### src/rtl/onboard_top.sv
// Board-level JTAG TAP on the JB header: IDCODE readout, switch sampling and a JTAG-writable LED register.
// Optional: define ONBOARD_TOP_STATE_LED_EN to show the live TAP state code on LED[15:12].
module onboard_top #(
    parameter logic [31:0] IDCODE_VALUE = 32'h1234_5093,
    parameter int          IR_WIDTH     = 4
) (
    input  logic        JB_TCK,
    input  logic        JB_TRST,
    input  logic        JB_TMS,
    input  logic        JB_TDI,
    output logic        JB_TDO,
    input  logic [15:0] SW,
    output logic [15:0] LED
);

    typedef enum logic [3:0] {
        TLR    = 4'hF, RTI    = 4'hC,
        SEL_DR = 4'h7, CAP_DR = 4'h6, SH_DR  = 4'h2, EX1_DR = 4'h1,
        PAU_DR = 4'h3, EX2_DR = 4'h0, UPD_DR = 4'h5,
        SEL_IR = 4'h4, CAP_IR = 4'hE, SH_IR  = 4'hA, EX1_IR = 4'h9,
        PAU_IR = 4'hB, EX2_IR = 4'h8, UPD_IR = 4'hD
    } tap_state_t;

    localparam logic [IR_WIDTH-1:0] OP_IDCODE    = IR_WIDTH'(4'b0100);
    localparam logic [IR_WIDTH-1:0] OP_SAMPLE_SW = IR_WIDTH'(4'b0001);
    localparam logic [IR_WIDTH-1:0] OP_WRITE_LED = IR_WIDTH'(4'b0010);

    tap_state_t          state, state_nxt;
    logic [IR_WIDTH-1:0] ir, ir_sr;
    logic [31:0]         dr_sr;
    logic [15:0]         led_reg;
    logic                tdo_nxt;

    always_ff @(posedge JB_TCK or negedge JB_TRST) begin
        if (!JB_TRST) state <= TLR;
        else          state <= state_nxt;
    end

    always_comb begin
        state_nxt = state;
        case (state)
            TLR:    state_nxt = JB_TMS ? TLR    : RTI;
            RTI:    state_nxt = JB_TMS ? SEL_DR : RTI;
            SEL_DR: state_nxt = JB_TMS ? SEL_IR : CAP_DR;
            CAP_DR: state_nxt = JB_TMS ? EX1_DR : SH_DR;
            SH_DR:  state_nxt = JB_TMS ? EX1_DR : SH_DR;
            EX1_DR: state_nxt = JB_TMS ? UPD_DR : PAU_DR;
            PAU_DR: state_nxt = JB_TMS ? EX2_DR : PAU_DR;
            EX2_DR: state_nxt = JB_TMS ? UPD_DR : SH_DR;
            UPD_DR: state_nxt = JB_TMS ? SEL_DR : RTI;
            SEL_IR: state_nxt = JB_TMS ? TLR    : CAP_IR;
            CAP_IR: state_nxt = JB_TMS ? EX1_IR : SH_IR;
            SH_IR:  state_nxt = JB_TMS ? EX1_IR : SH_IR;
            EX1_IR: state_nxt = JB_TMS ? UPD_IR : PAU_IR;
            PAU_IR: state_nxt = JB_TMS ? EX2_IR : PAU_IR;
            EX2_IR: state_nxt = JB_TMS ? UPD_IR : SH_IR;
            UPD_IR: state_nxt = JB_TMS ? SEL_DR : RTI;
            default: state_nxt = TLR;
        endcase
    end

    // IR shift register and instruction register
    always_ff @(posedge JB_TCK or negedge JB_TRST) begin
        if (!JB_TRST) begin
            ir_sr <= '0;
            ir    <= OP_IDCODE;
        end else begin
            if (state == CAP_IR)     ir_sr <= IR_WIDTH'(1);
            else if (state == SH_IR) ir_sr <= {JB_TDI, ir_sr[IR_WIDTH-1:1]};
            if (state == TLR)         ir <= OP_IDCODE;
            else if (state == UPD_IR) ir <= ir_sr;
        end
    end

    // One physical DR shift register; the active length follows the instruction
    // so TDI always enters at the MSB of the selected register.
    always_ff @(posedge JB_TCK or negedge JB_TRST) begin
        if (!JB_TRST) begin
            dr_sr <= '0;
        end else if (state == CAP_DR) begin
            case (ir)
                OP_IDCODE:    dr_sr <= IDCODE_VALUE;
                OP_SAMPLE_SW: dr_sr <= {16'h0000, SW};
                OP_WRITE_LED: dr_sr <= {16'h0000, led_reg};
                default:      dr_sr <= '0;
            endcase
        end else if (state == SH_DR) begin
            case (ir)
                OP_IDCODE:    dr_sr <= {JB_TDI, dr_sr[31:1]};
                OP_SAMPLE_SW,
                OP_WRITE_LED: dr_sr <= {16'h0000, JB_TDI, dr_sr[15:1]};
                default:      dr_sr <= {31'h0, JB_TDI};
            endcase
        end
    end

    always_ff @(posedge JB_TCK or negedge JB_TRST) begin
        if (!JB_TRST)                                   led_reg <= '0;
        else if (state == UPD_DR && ir == OP_WRITE_LED) led_reg <= dr_sr[15:0];
    end

    always_comb begin
        tdo_nxt = 1'b0;
        if (state == SH_DR)      tdo_nxt = dr_sr[0];
        else if (state == SH_IR) tdo_nxt = ir_sr[0];
    end

    // TDO launches on the falling edge so the probe samples it cleanly on the next rise
    always_ff @(negedge JB_TCK or negedge JB_TRST) begin
        if (!JB_TRST) JB_TDO <= 1'b0;
        else          JB_TDO <= tdo_nxt;
    end

`ifdef ONBOARD_TOP_STATE_LED_EN
    assign LED = {state, led_reg[11:0]};
`else
    assign LED = led_reg;
`endif

endmodule

### config.mk
export PLATFORM = sky130hd
export DESIGN_NAME = onboard_top
export DESIGN_NICKNAME = d
export VERILOG_FILES = /design/src/rtl/onboard_top.sv
export SDC_FILE = /design/constraint.sdc
export NUM_CORES = 1
export LEC_CHECK = 0
export BUFFER_PORTS_ARGS = -buffer_cell sky130_fd_sc_hd__buf_2
export CAP_MARGIN = 20
export CORE_MARGIN = 3
export CORE_UTILIZATION = 40
export CTS_CLUSTER_DIAMETER = 150
export DETAILED_ROUTE_END_ITERATION = 16
export PLACE_DENSITY = 0.68
export SLEW_MARGIN = 15
export SYNTH_ARGS = -nofsm -noshare
export SYNTH_HDL_FRONTEND = slang
export SYNTH_SLANG_ARGS = --single-unit
### constraint.sdc
create_clock -name JB_TCK -period 2.05 [get_ports JB_TCK]
set_input_delay 0.3075 -clock JB_TCK [delete_from_list [all_inputs] [get_ports JB_TCK]]
set_output_delay 0.3075 -clock JB_TCK [all_outputs]
set_load 0.005 [all_outputs]
# Word-level counts from Yosys, hierarchy flattened
# Index checks and enable logic that the tools add are counted.
# word_totals
reg_bits	61
inputBits	20
output_inout_bits	17
elab_cells	56
# op_classes
n_eq_ne	18
mux	23
reduce_logical	9
# ops
op	n
case mux 29 bit (3 select lines)	1
two-way mux 32 bit	2
case mux 32 bit (2 select lines)	1
case mux 4 bit (12 select lines)	1
== test 4 bit (second input constant)	8
== test 4 x 3 -> 1 bit (second input constant)	5
two-way mux 4 bit	5
== test 4 x 2 -> 1 bit (second input constant)	3
two-way mux 2 bit	6
two-way mux 3 bit	4
== test 4 x 1 -> 1 bit (second input constant)	2
nonzero test 2 bit	3
OR reduction 2 bit	3
logical NOT 4 bit	1
two-way mux 1 bit	3
OR reduction 3 bit	1
logical AND 1 bit	1

# Longest topological paths before layout
# Gate-level depths: netlist of run 1.
# depth
ltp_word	5
depth_mapped	7
ltp_nobuf	4

==> impl_metrics.py, run 1 <==
metrics = {
    "outcome": {
        "status": "finished with violations",
        "violations": "setup timing",
    },
    "setup_path": {
        "cpPeakStageDelay_ns": 0.38,
        "path_class": "register to output port",
        "cp_data_arrival_time_ns": 1.83,
        "crit_buf_inv": 1,
        "crit_path_max_fanout": 1,
        "start_kind": "register",
        "cpLargestDelayFamily": "flip-flops",
        "cp-end-kind": "output port",
        "crit_required_ns": 1.74,
        "cp_slowest_cell": "dfrtn_1",
        "cp_cell_sequence": "buf_2",
    },
    "placed_design": {
        "placedCellCount": 390,
        "hpwlAfterDp_microns": 4400,
        "port_buffers": 36,
        "routabilityCongestion": 0.803,
    },
    "logic_synthesis": {
        "synthAdderAreaFrac_pct": 0,
        "synthXorXnorAreaFrac_pct": 0.308,
        "synth_compound_gate_area_share_pct": 23.5,
        "synth_edf_count": 0,
        "netlist_area_sq_um": 2840,
        "synth_top_family_by_area": "compound AO/OA/AOI/OAI gates",
        "synth.area.mux_share_pct": 5.46,
        "avgSynthCellArea_sq_um": 10.8,
        "synth_area_leaders": "dfrtp_1, a22o_1, o21ai_0",
        "syn_nets": 283,
        "dominantRegCellSynth": "dfrtp_1",
        "async_reset_ff_share_pct": 100,
        "yosysTopAreaCell": "dfrtp_1",
        "yosysWarnings": 0,
        "synth-simple-area-share_pct": 11.6,
        "yosysTopAreaCellShare_pct": 48.4,
        "yosysUniqueCellTypes": 44,
        "ys_ff_latch": 61,
        "synth_cells": 263,
        "ys_seq_area_share_pct": 53.9,
    },
    "route": {
        "antenna_left": 0,
        "totalWireLength_microns": 6550,
        "wl_per_cell_microns": 16.1,
        "via_count": 2182,
        "firstDrtPassIters": 5,
        "drc": 0,
        "drt_iter0_markers": 166,
        "vias_per_cell": 5.37,
    },
    "timing": {
        "timing.final.ws_setup_ns": -0.0862,
        "rsz0062_at_grt": "yes",
        "slew_viol_final": 0,
        "fin_setup_tns_ns": -0.0862,
        "max_slew_margin_pct": 50.8,
        "finClkSkew_ns": 0.0118,
        "finalHoldViolCount": 0,
        "worstMarginPinSlew_ns": 0.738,
        "setup_viol": 1,
    },
    "global_route": {
        "grt_max_degree": 61,
        "grt_overflow": 0,
        "grt_antenna_before_repair": 0,
        "grt_usage_pct": 17.3,
        "first_global_vias": 2179,
        "grt_pass1_wl_microns": 11200,
    },
    "layout": {
        "final_core_util_pct": 49.2,
        "final_common_cell": "dfrtp_1",
        "syn_to_final_growth_pct": 18.2,
        "multiInputGateArea_sq_um": 1160,
        "seqCellArea_sq_um": 1530,
        "fin_cells": 406,
        "antenna_cells": 0,
        "layout.nets": 325,
        "drive_above_1_share_pct": 28.4,
        "mostFrequentLayoutCells": "dfrtp_1, buf_2, nand2_1",
        "fill_cells": 667,
    },
    "floorplan": {
        "die-area_sq_um": 8150,
        "rows": 30,
        "io_pins": 37,
        "core_area_sq_um": 6830,
        "die_w_microns": 90.3,
        "die_h_microns": 90.3,
        "start_util_pct": 41.6,
    },
    "pwr": {
        "p_leak_nw": 1.60,
        "power_density_nw_per_um2": 1390,
        "ir_worst_vdd_uv": 469,
    },
    "clocking": {
        "clockRootBuffer": "clkbuf_8",
        "clkTransAtPathRegs_ns": 0.07,
        "tritoncts": "yes",
        "cts-htree-levels": 3,
        "clock_sinks": 61,
        "worstSkewPairLatency_ns": 0.34,
        "clockBufferDepth": 2,
        "numCtsBuffers": 9,
    },
    "job": {
        "maxCapViolations": 0,
    },
    "min_path": {
        "min_path_type": "input pin to asynchronous set/reset pin",
    },
}
## logic make-up (layout without fill, tap and decap cells)
group,Yosys count,in the layout
compound gates,96,96
mux,12,12
simple gates,62,62
flops,61,61
buf+inv,31,78
xor+xnor,1,1
## state kept, by name (all words and copies together) (netlist names)
register	count
ir_sr	4
JB_TDO	1
dr_sr	32
state	4
LED	16
ir	4
## metal layers
metal	global-route usage (%)	part of all wire [%]
met1	25.1	49
met4	5.99	1.3
met2	25.0	45
met5	0	0
met3	4.58	5.0
## through the flow
step	hold slack, ns	power, mW	cell area [sq um]	setup slack [ns]
floorplan	0.0119	3.04	2860	0.000141
finish	0.153	4.67	3360	-0.0862
global placement	0.463	3.47	3140	0.105
CTS	0.196	4.68	3360	-0.0952
global route	0.230	5.00	3360	-0.116
detailed placement	0.476	3.51	3140	0.118
## report_power, final
| group | total [mW] | internal [mW] | switching (mW) | leakage [nW] |
|---|---|---|---|---|
| combinational | 1.71 | 0.719 | 0.993 | 0.679 |
| clock | 1.16 | 0.677 | 0.485 | 0.105 |
| sequential | 1.80 | 1.55 | 0.251 | 0.818 |
| total | 4.67 | 2.95 | 1.73 | 1.60 |
## cell type report
class	count	area share, %
inverters	12	1.34
clock buffers	9	3.69
flip-flops and latches	61	45.6
repair buffers	50	8.49
multi-input cells	171	34.6
well taps	96	3.57
clock inverters	7	2.68
## Yosys cell counts (2+ instances only)
| master | count |
|---|---|
| nor3_1 | 3 |
| mux2_2 | 4 |
| clkbuf_1 | 6 |
| nand2b_1 | 4 |
| nor2b_1 | 4 |
| inv_1 | 12 |
| nand2_1 | 31 |
| a22oi_1 | 11 |
| mux2i_1 | 2 |
| dfrtp_1 | 55 |
| nand3_1 | 2 |
| buf_6 | 2 |
| o22ai_1 | 9 |
| a2bb2oi_1 | 3 |
| a21oi_1 | 8 |
| o32ai_1 | 5 |
| a22o_1 | 23 |
| buf_2 | 7 |
| buf_4 | 2 |
| nor2_1 | 9 |
| dfstp_2 | 5 |
| mux2_4 | 6 |
| o21ai_0 | 29 |
## final timing paths
check	from	endpoint	slack, ns	cells after the start
hold / removal	JB_TRST	LED[2]	0.15	2
setup / recovery	JB_TDO	JB_TDO	-0.09	1
max in group asynchronous	JB_TRST	JB_TDO	1.25	1
setup reg to reg	state[3]	JB_TDO	0.09	2
min in group JB_TCK	JB_TDI	ir_sr[3]	0.28	3
hold reg to reg	dr_sr[21]	dr_sr[21]	0.49	2
## repair_timing
item	4_1_cts	5_1_grt
hold buffers	0	0
endpoints found under the setup margin	1	10
buffers inserted	0	0
resized for setup	0	1
Note: power is estimated with default switching activity, not from simulation.
==> run 2: changes to the inputs <==
--- a/config.mk
+++ b/config.mk
@@ -5,6 +5,7 @@
 export SDC_FILE = /design/constraint.sdc
 export NUM_CORES = 1
 export LEC_CHECK = 0
+export ABC_AREA = 1
 export BUFFER_PORTS_ARGS = -buffer_cell sky130_fd_sc_hd__buf_2
 export CAP_MARGIN = 20
 export CORE_MARGIN = 3
==> run 2 against run 1 <==
  * First-iteration DRC count rose by 7.8%
  * Largest cell class unchanged
  * Register-to-register slack got worse by 0.02 ns
  * The run still ends with setup timing left
  * Clock skew rose by 0.0036 ns
  * Synthesized cell count up 33%
  * Area after synthesis increased by 3.3%
  * Critical path depth is the same
  * Final cell count grew 23%
==> impl_metrics.py, run 2 <==
metrics = {
    "clocking": {
        "clockRootBuffer": "clkbuf_8",
        "clock_sinks": 61,
        "tritoncts": "yes",
        "cts-hold-fix-buffers": 0,
        "cts.repair.resized": 0,
        "clockBufferDepth": 2,
        "numCtsBuffers": 9,
        "cts-htree-levels": 3,
        "worstSkewPairLatency_ns": 0.34,
        "clkTransAtPathRegs_ns": 0.07,
    },
    "floorplan": {
        "die-area_sq_um": 8410,
        "rows": 30,
        "start_util_pct": 42.3,
        "die_h_microns": 91.7,
        "die_w_microns": 91.7,
        "io_pins": 37,
        "core_area_sq_um": 6940,
    },
    "logic_synthesis": {
        "ys_seq_area_share_pct": 52.2,
        "dominantRegCellSynth": "dfrtp_1",
        "netlist_area_sq_um": 2940,
        "async_reset_ff_share_pct": 100,
        "yosysTopAreaCell": "dfrtp_1",
        "synth_edf_count": 0,
        "ys_top_cells_by_count": "nand2_1, dfrtp_1, nand3_1, o21ai_1, inv_1",
        "synth.most_common_cell": "nand2_1",
        "yosysUniqueCellTypes": 29,
        "avgSynthCellArea_sq_um": 8.41,
        "yosysTopAreaCellShare_pct": 46.9,
        "synth_cells": 349,
        "syn_nets": 369,
        "synth_area_leaders": "dfrtp_1, nand2_1, nand3_1",
        "ys_ff_latch": 61,
        "yosysWarnings": 0,
    },
    "setup_path": {
        "cp_slowest_cell": "dfrtn_1",
        "crit_path_max_fanout": 1,
        "startpoint": "JB_TDO",
        "cpPeakStageDelay_ns": 0.37,
        "crit_required_ns": 1.74,
        "cp_data_arrival_time_ns": 1.82,
        "cp-end-kind": "output port",
        "path_class": "register to output port",
        "regToRegSetupSlack_ns": 0.07,
        "start_kind": "register",
        "cpLargestDelayFamily": "flip-flops",
        "cp_cell_sequence": "buf_2",
        "crit_buf_inv": 1,
        "worstReg2RegStart": "state[3]",
    },
    "placed_design": {
        "hpwlAfterDp_microns": 4630,
        "port_buffers": 36,
        "routabilityCongestion": 0.828,
        "pre_cts_ws_ns": 0.0801,
    },
    "global_route": {
        "first_global_vias": 2370,
        "grt_max_degree": 61,
        "grt_overflow": 0,
        "grt_pass1_wl_microns": 11600,
        "grt_antenna_before_repair": 0,
        "grt_usage_pct": 17.4,
    },
    "timing": {
        "setup_viol": 1,
        "finClkSkew_ns": 0.0154,
        "timing.hold.ws_ns": 0.158,
        "max_slew_margin_pct": 49.5,
        "rsz0062_at_grt": "yes",
        "worstMarginPinSlew_ns": 0.758,
        "finalHoldViolCount": 0,
        "timing.final.ws_setup_ns": -0.0812,
        "slew_viol_final": 0,
    },
    "min_path": {
        "min_path_type": "input pin to asynchronous set/reset pin",
    },
    "route": {
        "via_count": 2507,
        "firstDrtPassIters": 4,
        "antenna_left": 0,
        "wl_per_cell_microns": 13.9,
        "drc": 0,
        "drt_iter0_markers": 179,
        "totalWireLength_microns": 6930,
        "vias_per_cell": 5.03,
    },
    "layout": {
        "drive_above_1_share_pct": 23.9,
        "largest_register": "dr_sr",
        "antenna_cells": 0,
        "syn_to_final_growth_pct": 17.9,
        "largest_reg_flops": 32,
        "final_common_cell": "nand2_1",
        "mostFrequentLayoutCells": "nand2_1, dfrtp_1, nand3_1",
        "fill_cells": 667,
        "layout.nets": 417,
    },
    "outcome": {
        "status": "finished with violations",
        "violations": "setup timing",
    },
    "pwr": {
        "ir_worst_vdd_uv": 428,
        "power_density_nw_per_um2": 1450,
        "p_leak_nw": 1.70,
    },
    "job": {
        "maxCapViolations": 0,
    },
}
run 2: cell families (layout without fill, tap and decap cells):
kind of cell / Yosys count / in the layout / synth area share, %
buf+inv: 64 / 117 / 9.25
simple gates: 150 / 150 / 23.0
compound gates: 74 / 74 / 15.6
flops: 61 / 61 / 52.2
run 2: worst paths after layout:
path	end	depth (start not counted)
min	dr_sr[5]	2
min reg2reg	dr_sr[21]	2
max in group asynchronous	JB_TDO	1
max reg2reg	JB_TDO	3
min in group JB_TCK	state[1]	3
max	JB_TDO	1
run 2: stage by stage:
stage	std cells	utilization (%)	setup TNS [ns]	power (mW)	area (sq um)
finish	498	49.9	-0.0812	5.03	3460
global route	498	49.9	-0.102	5.40	3460
CTS	495	49.5	-0.0920	4.99	3440
detailed placement	479	46.8	0	3.91	3250
global placement	479	46.8	0	3.87	3250
floorplan	349	-	0	3.24	2940
run 2: cell type report:
class | count | area, sq um | share of cell area (%)
clock buffer | 12 | 145 | 4.19
inverter | 49 | 184 | 5.31
sequential | 61 | 1530 | 44.3
clock inverter | 4 | 47.5 | 1.37
multi-input combinational | 224 | 1130 | 32.7
timing repair buffer | 52 | 300 | 8.67
tap | 96 | 120 | 3.47
run 2: worst reg2reg max path: stages, from the launching register on:
cell	delay, ns
dfstp_2	0.58
nor2_1	0.07
nand3_1	0.08
o21ai_1	0.06
run 2: timing repair:
item | 4_1_cts | 5_1_grt
pin swaps | 0 | 1
buffers inserted | 0 | 3
setup endpoints to repair | 1 | 18
run 2: routing by layer:
layer  vias up  global-route usage, %  share of wire [%]
met4         0                   6.53                2.5
met1      1178                   24.6                 47
li1       1240                      -                  -
met2        72                   25.4                 45
met5         -                      0                  0
met3        17                   4.76                5.7
run 2: where the power goes:
group / total [mW] / switching, mW / internal (mW)
clock: 1.06 / 0.464 / 0.591
combinational: 2.06 / 1.30 / 0.761
sequential: 1.91 / 0.282 / 1.63
total: 5.03 / 2.05 / 2.98
==> run 3: changes to the inputs <==
--- a/config.mk
+++ b/config.mk
@@ -10,9 +10,10 @@
 export CAP_MARGIN = 20
 export CORE_MARGIN = 3
 export CORE_UTILIZATION = 40
+export CTS_BUF_LIST = sky130_fd_sc_hd__clkbuf_8
 export CTS_CLUSTER_DIAMETER = 150
 export DETAILED_ROUTE_END_ITERATION = 16
-export PLACE_DENSITY = 0.68
+export PLACE_DENSITY_LB_ADDON = 0.15
 export SLEW_MARGIN = 15
 export SYNTH_ARGS = -nofsm -noshare
 export SYNTH_HDL_FRONTEND = slang
==> run 3 against run 2 <==
  * The run still ends with setup timing left
  * Utilization hardly changed
  * Final cell count stayed put
  * Clock power hardly changed
  * Register-to-register slack hardly changed
  * Count of clock-buffer cells in the layout is 2 lower
  * Global-route usage hardly changed
  * Clock skew is 0.0051 ns lower
  * Critical path type unchanged
  * Largest cell class unchanged
==> impl_metrics.py, run 3 (same netlist as run 2, synthesis figures left out) <==
metrics = {
    "outcome": {
        "status": "finished with violations",
        "violations": "setup timing",
    },
    "min_path": {
        "min_path_type": "input pin to asynchronous set/reset pin",
    },
    "pwr": {
        "p_int_mw": 2.96,
        "p_clk_share_pct": 21.0,
        "power_switching_mw": 2.01,
        "total_power_mw": 4.97,
        "swShare_pct": 40.4,
        "power_density_nw_per_um2": 1440,
        "p_leak_nw": 1.71,
        "pwr-share-seq_pct": 37.8,
        "combPwrFrac_pct": 41.2,
        "ir_worst_vdd_uv": 570,
    },
    "route": {
        "drc": 0,
        "via_count": 2452,
        "vias_per_cell": 4.92,
        "firstDrtPassIters": 4,
        "wl_per_cell_microns": 13.5,
        "totalWireLength_microns": 6730,
        "antenna_left": 0,
        "drt_iter0_markers": 129,
    },
    "global_route": {
        "grt_max_degree": 61,
        "grt_usage_pct": 17.4,
        "grt_overflow": 0,
        "first_global_vias": 2415,
        "grt_pass1_wl_microns": 11600,
        "grt_antenna_before_repair": 0,
    },
    "layout": {
        "drive_above_1_share_pct": 24.1,
        "syn_to_final_growth_pct": 17.9,
        "largest_reg_flops": 32,
        "largest_register": "dr_sr",
        "layout.nets": 417,
        "mostFrequentLayoutCells": "nand2_1, dfrtp_1, nand3_1",
        "fin_area_sq_um": 3460,
        "final_core_util_pct": 49.8,
        "antenna_cells": 0,
        "final_common_cell": "nand2_1",
    },
    "timing": {
        "slew_viol_final": 0,
        "max_slew_margin_pct": 49.6,
        "worstMarginPinSlew_ns": 0.756,
        "finClkSkew_ns": 0.0103,
        "rsz0062_at_grt": "yes",
        "setup_viol": 1,
        "timing.hold.ws_ns": 0.134,
        "timing.final.ws_setup_ns": -0.0859,
        "finalHoldViolCount": 0,
    },
    "clocking": {
        "clkTransAtPathRegs_ns": 0.07,
        "cts-hold-fix-buffers": 0,
        "clockRootBuffer": "clkbuf_8",
        "clock_sinks": 61,
        "cts-htree-levels": 3,
        "worstSkewPairLatency_ns": 0.34,
        "numCtsBuffers": 9,
        "post_cts_buffers": 0,
        "tritoncts": "yes",
        "clockBufferDepth": 2,
    },
    "setup_path": {
        "start_kind": "register",
        "cp_slowest_cell": "dfrtn_1",
        "crit_required_ns": 1.74,
        "cp_cell_sequence": "buf_2",
        "cpPeakStageDelay_ns": 0.38,
        "cp_data_arrival_time_ns": 1.83,
        "path_class": "register to output port",
        "crit_buf_inv": 1,
        "crit_path_max_fanout": 1,
        "cp-end-kind": "output port",
        "cpLargestDelayFamily": "flip-flops",
    },
    "floorplan": {
        "rows": 30,
        "start_util_pct": 42.3,
        "io_pins": 37,
        "die_h_microns": 91.7,
        "die-area_sq_um": 8410,
        "die_w_microns": 91.7,
        "core_area_sq_um": 6940,
    },
    "placed_design": {
        "placed_area_sq_um": 3270,
        "port_buffers": 36,
        "routabilityCongestion": 0.848,
        "pre_cts_ws_ns": 0.0875,
        "hpwlAfterDp_microns": 4480,
    },
    "job": {
        "maxCapViolations": 0,
    },
}
==> run 3: changes by cell type in the layout (fill, tap and decap cells not counted) <==
cell        change
clkbuf_1        -2
clkinv_2        +2
clkinvlp_4      -1
inv_1           +1
==> run 3: power groups by stage <==
stage	Combinational [mW]	Sequential, mW	Clock (mW)
final	2.05	1.88	1.04
after global routing	2.32	1.93	1.13
after CTS	2.06	1.89	1.07
after detailed placement	2.06	1.90	0
after global placement	2.03	1.89	0
after floorplan	1.34	1.89	0
==> run 3: repair_timing <==
item | CTS | global route
endpoints found under the setup margin | 1 | 1
cloned | 0 | 0
resized for setup | 0 | 0
==> run 3: layer usage <==
| layer | share of wire, % | track usage, % |
|---|---|---|
| met1 | 50 | 24.9 |
| met2 | 44 | 25.2 |
| met3 | 3.9 | 3.36 |
| met4 | 1.8 | 8.29 |
| met5 | 0 | 0 |
==> run 3: metrics by stage <==
step / setup TNS (ns) / std cells
after CTS: -0.0949 / 498
after floorplan: 0 / 349
after global placement: 0 / 482
after detailed placement: 0 / 482
final: -0.0859 / 498
after global routing: -0.105 / 498
==> run 3: area by class of cell <==
type / count / area [sq um]
Inverter: 49 / 184
Fill cell: 674 / 3480
Clock inverter: 6 / 53.8
Tap cell: 96 / 120
Clock buffer: 10 / 138
Timing Repair Buffer: 52 / 300
Multi-Input combinational cell: 224 / 1130
Sequential cell: 61 / 1530
==> run 3: path summary, 6_finish.rpt <==
| check | startpoint | end | slack (ns) | cells after the start |
|---|---|---|---|---|
| setup reg to reg | state[0] | JB_TDO | 0.08 | 3 |
| setup / recovery | JB_TDO | JB_TDO | -0.09 | 1 |
| hold / removal | JB_TRST | ir_sr[3] | 0.13 | 2 |
| hold reg to reg | dr_sr[22] | dr_sr[21] | 0.48 | 2 |
| max in group asynchronous | JB_TRST | JB_TDO | 1.26 | 1 |
| min in group JB_TCK | JB_TMS | state[1] | 0.27 | 3 |
